## src/rtl/mem_arbiter_if.sv

```systemverilog
// Bus bundle between the pipeline (fetch + memory stage), the shared memory port and the arbiter.
// The slave modport is the arbiter's view; the master modport is the surrounding environment.
interface mem_arbiter_if #(parameter int DATA_W = 32);
    logic              if_req;
    logic [DATA_W-1:0] if_addr;
    logic [DATA_W-1:0] if_rdata;
    logic              if_ready;

    logic              dm_req;
    logic              dm_we;
    logic              dm_word;
    logic [DATA_W-1:0] dm_addr;
    logic [DATA_W-1:0] dm_wdata;
    logic [DATA_W-1:0] dm_rdata;
    logic              dm_ready;

    logic              flush;

    logic              mem_req;
    logic              mem_we;
    logic              mem_word;
    logic [DATA_W-1:0] mem_addr;
    logic [DATA_W-1:0] mem_wdata;
    logic [DATA_W-1:0] mem_rdata;
    logic              mem_ack;

    logic              stall_if;
    logic              stall_mem;
    logic              err;

    modport slave (
        input  if_req, if_addr, dm_req, dm_we, dm_word, dm_addr, dm_wdata, flush,
               mem_rdata, mem_ack,
        output if_rdata, if_ready, dm_rdata, dm_ready,
               mem_req, mem_we, mem_word, mem_addr, mem_wdata,
               stall_if, stall_mem, err
    );

    modport master (
        output if_req, if_addr, dm_req, dm_we, dm_word, dm_addr, dm_wdata, flush,
               mem_rdata, mem_ack,
        input  if_rdata, if_ready, dm_rdata, dm_ready,
               mem_req, mem_we, mem_word, mem_addr, mem_wdata,
               stall_if, stall_mem, err
    );
endinterface

```

## src/rtl/mem_arbiter.sv

```systemverilog
// Arbitrates instruction fetch and data-memory accesses onto one shared memory port.
// Data accesses win ties; an issued memory transaction always runs to ack or timeout.
module mem_arbiter #(
    parameter int TIMEOUT = 64,
    parameter int DATA_W  = 32
) (
    input logic          clock,
    input logic          rst,
    mem_arbiter_if.slave bus
);

    localparam int CNT_W = $clog2(TIMEOUT) + 1;

    typedef enum logic [2:0] {
        IDLE    = 3'd0,
        BUSY_IF = 3'd1,
        BUSY_DM = 3'd2,
        RESP_IF = 3'd3,
        RESP_DM = 3'd4
    } state_t;

    state_t state;
    state_t state_next;

    logic              load_if;
    logic              load_dm;
    logic              busy;
    logic              timeout;
    logic              if_ready;
    logic              dm_ready;

    logic              mem_req;
    logic              mem_we;
    logic              mem_word;
    logic [DATA_W-1:0] mem_addr;
    logic [DATA_W-1:0] mem_wdata;
    logic [DATA_W-1:0] if_rdata;
    logic [DATA_W-1:0] dm_rdata;
    logic [CNT_W-1:0]  count;
    logic              drop;
    logic              err;

    assign busy    = (state == BUSY_IF) || (state == BUSY_DM);
    assign timeout = busy && !bus.mem_ack && (count == CNT_W'(TIMEOUT - 1));

    always_ff @(posedge clock) begin
        if (!rst) begin
            state <= IDLE;
        end else begin
            state <= state_next;
        end
    end

    always_comb begin
        state_next = state;
        load_if    = 1'b0;
        load_dm    = 1'b0;
        if_ready   = 1'b0;
        dm_ready   = 1'b0;
        case (state)
            IDLE: begin
                if (bus.dm_req) begin
                    state_next = BUSY_DM;
                    load_dm    = 1'b1;
                end else if (bus.if_req) begin
                    state_next = BUSY_IF;
                    load_if    = 1'b1;
                end
            end
            BUSY_IF: begin
                if (bus.mem_ack || timeout) begin
                    state_next = RESP_IF;
                end
            end
            BUSY_DM: begin
                if (bus.mem_ack || timeout) begin
                    state_next = RESP_DM;
                end
            end
            RESP_IF: begin
                // A flush arriving in the response cycle itself must also suppress the pulse.
                if_ready   = !drop && !bus.flush;
                state_next = IDLE;
            end
            RESP_DM: begin
                dm_ready   = 1'b1;
                state_next = IDLE;
            end
            default: begin
                state_next = IDLE;
            end
        endcase
    end

    always_ff @(posedge clock) begin
        if (!rst) begin
            mem_req   <= 1'b0;
            mem_we    <= 1'b0;
            mem_word  <= 1'b0;
            mem_addr  <= '0;
            mem_wdata <= '0;
            if_rdata  <= '0;
            dm_rdata  <= '0;
            count     <= '0;
            drop      <= 1'b0;
            err       <= 1'b0;
        end else begin
            if (load_dm) begin
                mem_req   <= 1'b1;
                mem_we    <= bus.dm_we;
                mem_word  <= bus.dm_word;
                mem_addr  <= bus.dm_addr;
                mem_wdata <= bus.dm_wdata;
                count     <= '0;
            end else if (load_if) begin
                mem_req   <= 1'b1;
                mem_we    <= 1'b0;
                mem_word  <= 1'b1;
                mem_addr  <= bus.if_addr;
                mem_wdata <= '0;
                count     <= '0;
            end else if (busy) begin
                if (bus.mem_ack) begin
                    mem_req <= 1'b0;
                    count   <= '0;
                    if (state == BUSY_IF) begin
                        if_rdata <= bus.mem_rdata;
                    end else begin
                        dm_rdata <= bus.mem_rdata;
                    end
                end else if (timeout) begin
                    mem_req <= 1'b0;
                    count   <= '0;
                    err     <= 1'b1;
                    if (state == BUSY_IF) begin
                        if_rdata <= '0;
                    end else begin
                        dm_rdata <= '0;
                    end
                end else begin
                    count <= count + CNT_W'(1);
                end
            end

            // The flushed fetch still finishes on memory; only its result is hidden.
            if (state_next == IDLE && state != IDLE) begin
                drop <= 1'b0;
            end else if (bus.flush && (state == BUSY_IF || state == RESP_IF)) begin
                drop <= 1'b1;
            end
        end
    end

    assign bus.mem_req   = mem_req;
    assign bus.mem_we    = mem_we;
    assign bus.mem_word  = mem_word;
    assign bus.mem_addr  = mem_addr;
    assign bus.mem_wdata = mem_wdata;
    assign bus.if_rdata  = if_rdata;
    assign bus.dm_rdata  = dm_rdata;
    assign bus.if_ready  = if_ready;
    assign bus.dm_ready  = dm_ready;
    assign bus.err       = err;
    assign bus.stall_if  = bus.if_req && !if_ready;
    assign bus.stall_mem = bus.dm_req && !dm_ready;

    a_ready_exclusive: assert property (@(posedge clock) disable iff (!rst)
        !(if_ready && dm_ready));
    a_req_only_busy: assert property (@(posedge clock) disable iff (!rst)
        mem_req |-> busy);

endmodule
```

## src/flat_wrapper.sv

```systemverilog
// flat-port wrapper written by rule: the top's interface ports become plain ports
module mem_arbiter_flat 
#(
    parameter int TIMEOUT = 64,
    parameter int DATA_W  = 32
)
  (clock, rst, bus_if_req, bus_if_addr, bus_dm_req, bus_dm_we, bus_dm_word, bus_dm_addr, bus_dm_wdata, bus_flush, bus_mem_rdata, bus_mem_ack, bus_if_rdata, bus_if_ready, bus_dm_rdata, bus_dm_ready, bus_mem_req, bus_mem_we, bus_mem_word, bus_mem_addr, bus_mem_wdata, bus_stall_if, bus_stall_mem, bus_err);
  mem_arbiter_if #(.DATA_W(DATA_W)) bus_i ();
  input logic clock;
  input logic rst;
  input wire logic [$bits(bus_i.if_req)-1:0] bus_if_req;
  input wire logic [$bits(bus_i.if_addr)-1:0] bus_if_addr;
  input wire logic [$bits(bus_i.dm_req)-1:0] bus_dm_req;
  input wire logic [$bits(bus_i.dm_we)-1:0] bus_dm_we;
  input wire logic [$bits(bus_i.dm_word)-1:0] bus_dm_word;
  input wire logic [$bits(bus_i.dm_addr)-1:0] bus_dm_addr;
  input wire logic [$bits(bus_i.dm_wdata)-1:0] bus_dm_wdata;
  input wire logic [$bits(bus_i.flush)-1:0] bus_flush;
  input wire logic [$bits(bus_i.mem_rdata)-1:0] bus_mem_rdata;
  input wire logic [$bits(bus_i.mem_ack)-1:0] bus_mem_ack;
  output wire logic [$bits(bus_i.if_rdata)-1:0] bus_if_rdata;
  output wire logic [$bits(bus_i.if_ready)-1:0] bus_if_ready;
  output wire logic [$bits(bus_i.dm_rdata)-1:0] bus_dm_rdata;
  output wire logic [$bits(bus_i.dm_ready)-1:0] bus_dm_ready;
  output wire logic [$bits(bus_i.mem_req)-1:0] bus_mem_req;
  output wire logic [$bits(bus_i.mem_we)-1:0] bus_mem_we;
  output wire logic [$bits(bus_i.mem_word)-1:0] bus_mem_word;
  output wire logic [$bits(bus_i.mem_addr)-1:0] bus_mem_addr;
  output wire logic [$bits(bus_i.mem_wdata)-1:0] bus_mem_wdata;
  output wire logic [$bits(bus_i.stall_if)-1:0] bus_stall_if;
  output wire logic [$bits(bus_i.stall_mem)-1:0] bus_stall_mem;
  output wire logic [$bits(bus_i.err)-1:0] bus_err;
  assign bus_i.if_req = bus_if_req;
  assign bus_i.if_addr = bus_if_addr;
  assign bus_i.dm_req = bus_dm_req;
  assign bus_i.dm_we = bus_dm_we;
  assign bus_i.dm_word = bus_dm_word;
  assign bus_i.dm_addr = bus_dm_addr;
  assign bus_i.dm_wdata = bus_dm_wdata;
  assign bus_i.flush = bus_flush;
  assign bus_i.mem_rdata = bus_mem_rdata;
  assign bus_i.mem_ack = bus_mem_ack;
  assign bus_if_rdata = bus_i.if_rdata;
  assign bus_if_ready = bus_i.if_ready;
  assign bus_dm_rdata = bus_i.dm_rdata;
  assign bus_dm_ready = bus_i.dm_ready;
  assign bus_mem_req = bus_i.mem_req;
  assign bus_mem_we = bus_i.mem_we;
  assign bus_mem_word = bus_i.mem_word;
  assign bus_mem_addr = bus_i.mem_addr;
  assign bus_mem_wdata = bus_i.mem_wdata;
  assign bus_stall_if = bus_i.stall_if;
  assign bus_stall_mem = bus_i.stall_mem;
  assign bus_err = bus_i.err;
  mem_arbiter #(.TIMEOUT(TIMEOUT), .DATA_W(DATA_W)) u_core (.clock(clock), .rst(rst), .bus(bus_i));
endmodule
```

## config.mk

```make
export PLATFORM = sky130hd
export DESIGN_NAME = mem_arbiter_flat
export DESIGN_NICKNAME = d
export VERILOG_FILES = /design/src/rtl/mem_arbiter_if.sv /design/src/rtl/mem_arbiter.sv /design/src/flat_wrapper.sv
export SDC_FILE = /design/constraint.sdc
export NUM_CORES = 1
export LEC_CHECK = 0
export CORE_UTILIZATION = 40
export CTS_BUF_LIST = sky130_fd_sc_hd__clkbuf_8
export DETAILED_ROUTE_END_ITERATION = 16
export PLACE_DENSITY = 0.87
export REMOVE_ABC_BUFFERS = 1
export SLEW_MARGIN = 15
export SYNTH_ARGS = -nofsm -noshare
export SYNTH_HDL_FRONTEND = slang
export SYNTH_SLANG_ARGS = --single-unit
```

## constraint.sdc

```tcl
create_clock -name clock -period 1.91 [get_ports clock]
set_input_delay 0.573 -clock clock [delete_from_list [all_inputs] [get_ports clock]]
set_output_delay 0.573 -clock clock [all_outputs]
set_load 0.02 [all_outputs]
```

# After elaboration in Yosys (flattened, before gate mapping)
# Index checks and enable logic that the tools add are counted.
# op_classes
add_sub_neg	1
eq_ne	5
muxes	35
bitwise_logic	5
n_reduce_logical	28
# op_table
op	n
two-way mux 32 bit	12
two-way mux 1 bit	16
AND reduction 5 bit	3
two-way mux 7 bit	2
two-way mux 3 bit	4
one-hot mux 3 bit (3 select lines)	1
adder 7 x 1 -> 7 bit, second input constant	1
== test 7 x 6 -> 1 bit, second input constant	1
logical AND 1 bit	7
== test 3 x 2 -> 1 bit, second input constant	2
logical NOT 3 bit	2
nonzero test 3 bit	2
logical NOT 1 bit	5
inverter 1 bit	5
nonzero test 2 bit	2
nonzero test 4 bit	1
== test 3 x 1 -> 1 bit, second input constant	1
== test 3 bit, second input constant	1
logical OR 1 bit	3
OR reduction 3 bit	1
AND reduction 2 bit	1
OR reduction 2 bit	1
# word_totals
ff_bits	143
input_bits	136
word_cells	85

# Longest topological paths before layout
# logic_depth
depth_word	10
mapped_depth	8
depth_no_buf	5

# Worst setup path before layout
# OpenSTA, ideal clock, no wires.
# synth_timing
path_type	in2out
startpoint	input port bus_flush
endpoint	output port bus_stall_if
arrival_time_ns	1.590
t_required_ns	1.337
path_slack_ns	-0.253
stages	2
cell_sequence	nor4_1 -> nor2b_1
# synth_between
elab_chain_len	5
# synth_lines
item	line_no	text
start, declared	flat_wrapper.sv:18	input wire logic [$bits(bus_i.flush)-1:0] bus_flush;
logical NOT 1 bit	mem_arbiter.sv:82	if_ready = !drop && !bus.flush;
logical AND 1 bit	mem_arbiter.sv:82	
two-way mux 1 bit	mem_arbiter.sv:60	case (state)
logical NOT 1 bit	mem_arbiter.sv:164	assign bus.stall_if = bus.if_req && !if_ready;
logical AND 1 bit	mem_arbiter.sv:164	
end, declared	flat_wrapper.sv:30	output wire logic [$bits(bus_i.stall_if)-1:0] bus_stall_if;
# No other way between the ends.

# Worst setup path in the final report
# layout_timing
startpoint	input port bus_if_req
endpoint	output port bus_stall_if
# layout_between
elab_chain_len	1
# layout_lines
item	line_no	text
start, declared	flat_wrapper.sv:11	input wire logic [$bits(bus_i.if_req)-1:0] bus_if_req;
logical AND 1 bit	mem_arbiter.sv:164	
# No other way between the ends.

==> summary.txt <==
Synthesis
  • EDFF count, synth: 0
  • Synthesized flop and latch total: 143
  • Sequential-to-total area share from yosys stat: 55.9%
  • Synthesized area per cell: 11.2 um^2
  • YS warnings: 0
  • Top FF cell, synth: dfxtp_1
  • Async SR Flop Fraction: 0%
  • Mapped cell area: 5120 um^2
  • Synth cell types: 43
  • Mapped Cells: 456

Critical path
  • Path depth of the worst reg2reg path: 6
  • Data arrival, critical path: 1.34 ns
  • CP endpoint kind: primary output
  • CP Class: input pin to primary output
  • Crit path from: bus_if_req
  • R2R Path Start: u_core.count[0]$_SDFFE_PP0P_
  • Worst-path fanout max: 2
  • Worst R2R End: u_core.bus.if_rdata[6]$_SDFFE_PN0P_
  • Startpoint types: input pin
  • Req. time, crit path: 1.34 ns
  • Setup crit end: bus_stall_if
  • FF-to-FF setup slack: 0.08 ns

GRT
  • GRT Max-Usage Layer: met2
  • Grt met1 use: 25.0%
  • Met3 capacity usage during global routing: 9.12%
  • Initial antenna violation count: 0
  • Overall Global Routing Usage: 25.3%
  • First-pass GRT wire length: 25800 um
  • Vias in the first global route: 5214
  • Global route overflow: 0
  • Met2 usage: 46.0%
  • Largest net degree at the start of global routing: 65

Die
  • Die Ht: 115 um
  • Die ar.: 13300 um^2
  • Core area: 12300 um^2
  • Std-Cell Rows: 40
  • Die width: 115 um
  • Initial Util: 41.8%
  • IO Pins: 272

Pwr
  • Sequential share of power: 45.7%
  • Clock share of power: 34.4%
  • Leakage: 3.97 nW
  • Peak VDD IR: 0.000416 V
  • Cell Int Power: 5.18 mW
  • Net Sw Power: 1.99 mW
  • Pwr Density: 852 nW/um^2
  • Logic pwr share: 19.9%
  • Sw Share: 27.8%

Cells and area
  • Commonest non-fill, non-tap cell in the layout: dfxtp_1
  • # fillers: 947
  • # diodes: 0
  • Layout cells sized above 1: 10.9%
  • Layout area overhead: 64.4%
  • Nets: 865
  • Most frequent cells in the layout: 140 x dfxtp_1, 134 x dlygate4sd2_1, 133 x clkdlybuf4s50_1, 64 x a32o_1, 38 x nand2_1
  • Fin area: 8420 um^2

Timing
  • PnR worst setup slack: -0.00501 ns
  • Slew Limit Fails: 0
  • Hold Fails Final Rpt: 0
  • Slew @ Worst Pin: 0.411 ns
  • Unrepaired setup endpoints after global routing: true
  • Fmax: 0.522 GHz
  • Max-slew headroom: 72.4%
  • Fin crit period: 1.92 ns
  • Hold slack: 0.463 ns
  • Clock Skew: 0.00792 ns
  • Fin crit share: 100%
  • Finish-stage setup viols: 1

Clock network
  • Number of CTS-inserted buffers: 17
  • CTS tree: done
  • Root buffer cell: clkbuf_8
  • Clock insertion delay at the later pin of the skew report: 0.43 ns
  • # clock sinks: 143
  • Clock slew at reported path FFs: 0.07 ns
  • Bufs on Longest Clock Path: 2
  • H-tree depth: 4

Route
  • Remaining antenna violation count: 0
  • Drt drc: 0
  • Iter 0 DRT Violations: 374
  • Vias: 5013
  • Routed WL: 16500 um
  • Vias per cell: 5.51
  • WL/cell: 18.2 um
  • 1st-pass router iterations: 7

Placement
  • I/O Buffers: 271
  • Post-DP HPWL: 12100 um
  • Final RePlAce weighted congestion: 0.800
  • Dpl cell area: 8120 um^2

Run status
  • Failing checks: setup timing
  • Status: complete, but fails checks

Worst hold path
  • Hold Crit Class: flip-flop to flip-flop

Run
  • Max_cap viols: 0
## worst min path at each step
stage                                                end                            startpoint  slack, ns  cells after the start
global placement     u_core.bus.dm_rdata[8]$_SDFFE_PN0P_   u_core.bus.dm_rdata[8]$_SDFFE_PN0P_       0.44                      1
finish              u_core.bus.dm_rdata[29]$_SDFFE_PN0P_  u_core.bus.dm_rdata[29]$_SDFFE_PN0P_       0.46                      1
global route        u_core.bus.if_rdata[15]$_SDFFE_PN0P_  u_core.bus.if_rdata[15]$_SDFFE_PN0P_       0.48                      1
floorplan                   u_core.count[6]$_SDFFE_PP0P_          u_core.count[6]$_SDFFE_PP0P_       0.44                      1
detailed placement  u_core.bus.if_rdata[17]$_SDFFE_PN0P_  u_core.bus.if_rdata[17]$_SDFFE_PN0P_       0.45                      1
CTS                 u_core.bus.if_rdata[17]$_SDFFE_PN0P_  u_core.bus.if_rdata[17]$_SDFFE_PN0P_       0.47                      1
## cell families after synthesis
family,synth area share [%]
xor gates and xnor gates,0.171
DFF,55.9
AOI/OAI and AO/OA,31.4
adders and majority gates,0.244
buffers and inverters,4.72
and+or+nand+nor,7.58
## flip-flops by register name, summed over array words and instances (netlist names)
signal / count
u_core.bus.if_rdata: 32
u_core.bus.dm_rdata: 32
u_core.bus.mem_we: 1
u_core.bus.mem_addr: 32
u_core.bus.mem_wdata: 32
u_core.bus.mem_req: 1
u_core.bus.err: 1
u_core.drop: 1
u_core.count: 7
u_core.state: 3
u_core.bus.mem_word: 1
## layer usage
layer	routed length [um]	share of wire [%]
met2	8730	53
met3	1350	8.2
met4	531	3.2
met5	0	0
met1	5900	36
## layout make-up
type | count | area (um^2) | area share (%)
sequential | 143 | 2870 | 34.1
timing repair buffer | 301 | 2830 | 33.7
clock buffer | 18 | 248 | 2.94
clock inverter | 14 | 168 | 1.99
tap | 168 | 210 | 2.50
inverter | 2 | 7.51 | 0.0892
multi-input combinational | 263 | 2080 | 24.7
## power groups by stage
stage                     sequential, mW  combinational (mW)  clock [mW]
after floorplan                     3.56               0.399           0
final                               3.27                1.43        2.47
after CTS                           3.27                1.43        2.53
after global routing                3.29                1.52        2.67
after global placement              3.33                1.51           0
after detailed placement            3.34                1.54           0
## metrics by stage
step / power, mW / worst slack [ns] / util, % / cells / TNS, ns
detailed placement: 4.89 / -0.671 / 66.2 / 875 / -19.67
CTS: 7.23 / -0.0409 / 68.6 / 908 / -0.0583
finish: 7.17 / -0.00501 / 68.6 / 909 / -0.00501
global placement: 4.84 / -0.639 / 66.2 / 875 / -15.02
global route: 7.48 / -0.0301 / 68.6 / 909 / -0.0386
floorplan: 3.96 / -0.993 / - / 408 / -106.07
## cell usage after synthesis, types with 4 or more instances
cell type,count,area share (%)
buf_6,4,0.88
o211a_1,33,6.5
o22ai_1,32,3.9
a21oi_1,9,0.88
clkbuf_1,26,1.9
dfxtp_1,143,56
nor3_1,4,0.39
a32o_1,64,13
nor2_1,8,0.59
a22o_1,33,5.6
buf_2,13,1.3
nand2_1,39,2.9
## worst max-delay path, cell delays in order
cell             delay [ns]
clkdlybuf4s50_1        0.49
nor2b_1                0.13
buf_4                  0.15
## timing repair
action	in CTS	in global routing
cloned	0	0
hold buffers	0	0
pin swaps	1	2
setup buffers	1	1
endpoints found under the setup margin	193	3
gates resized for setup	167	0
Power figures use the tool's default switching activity.
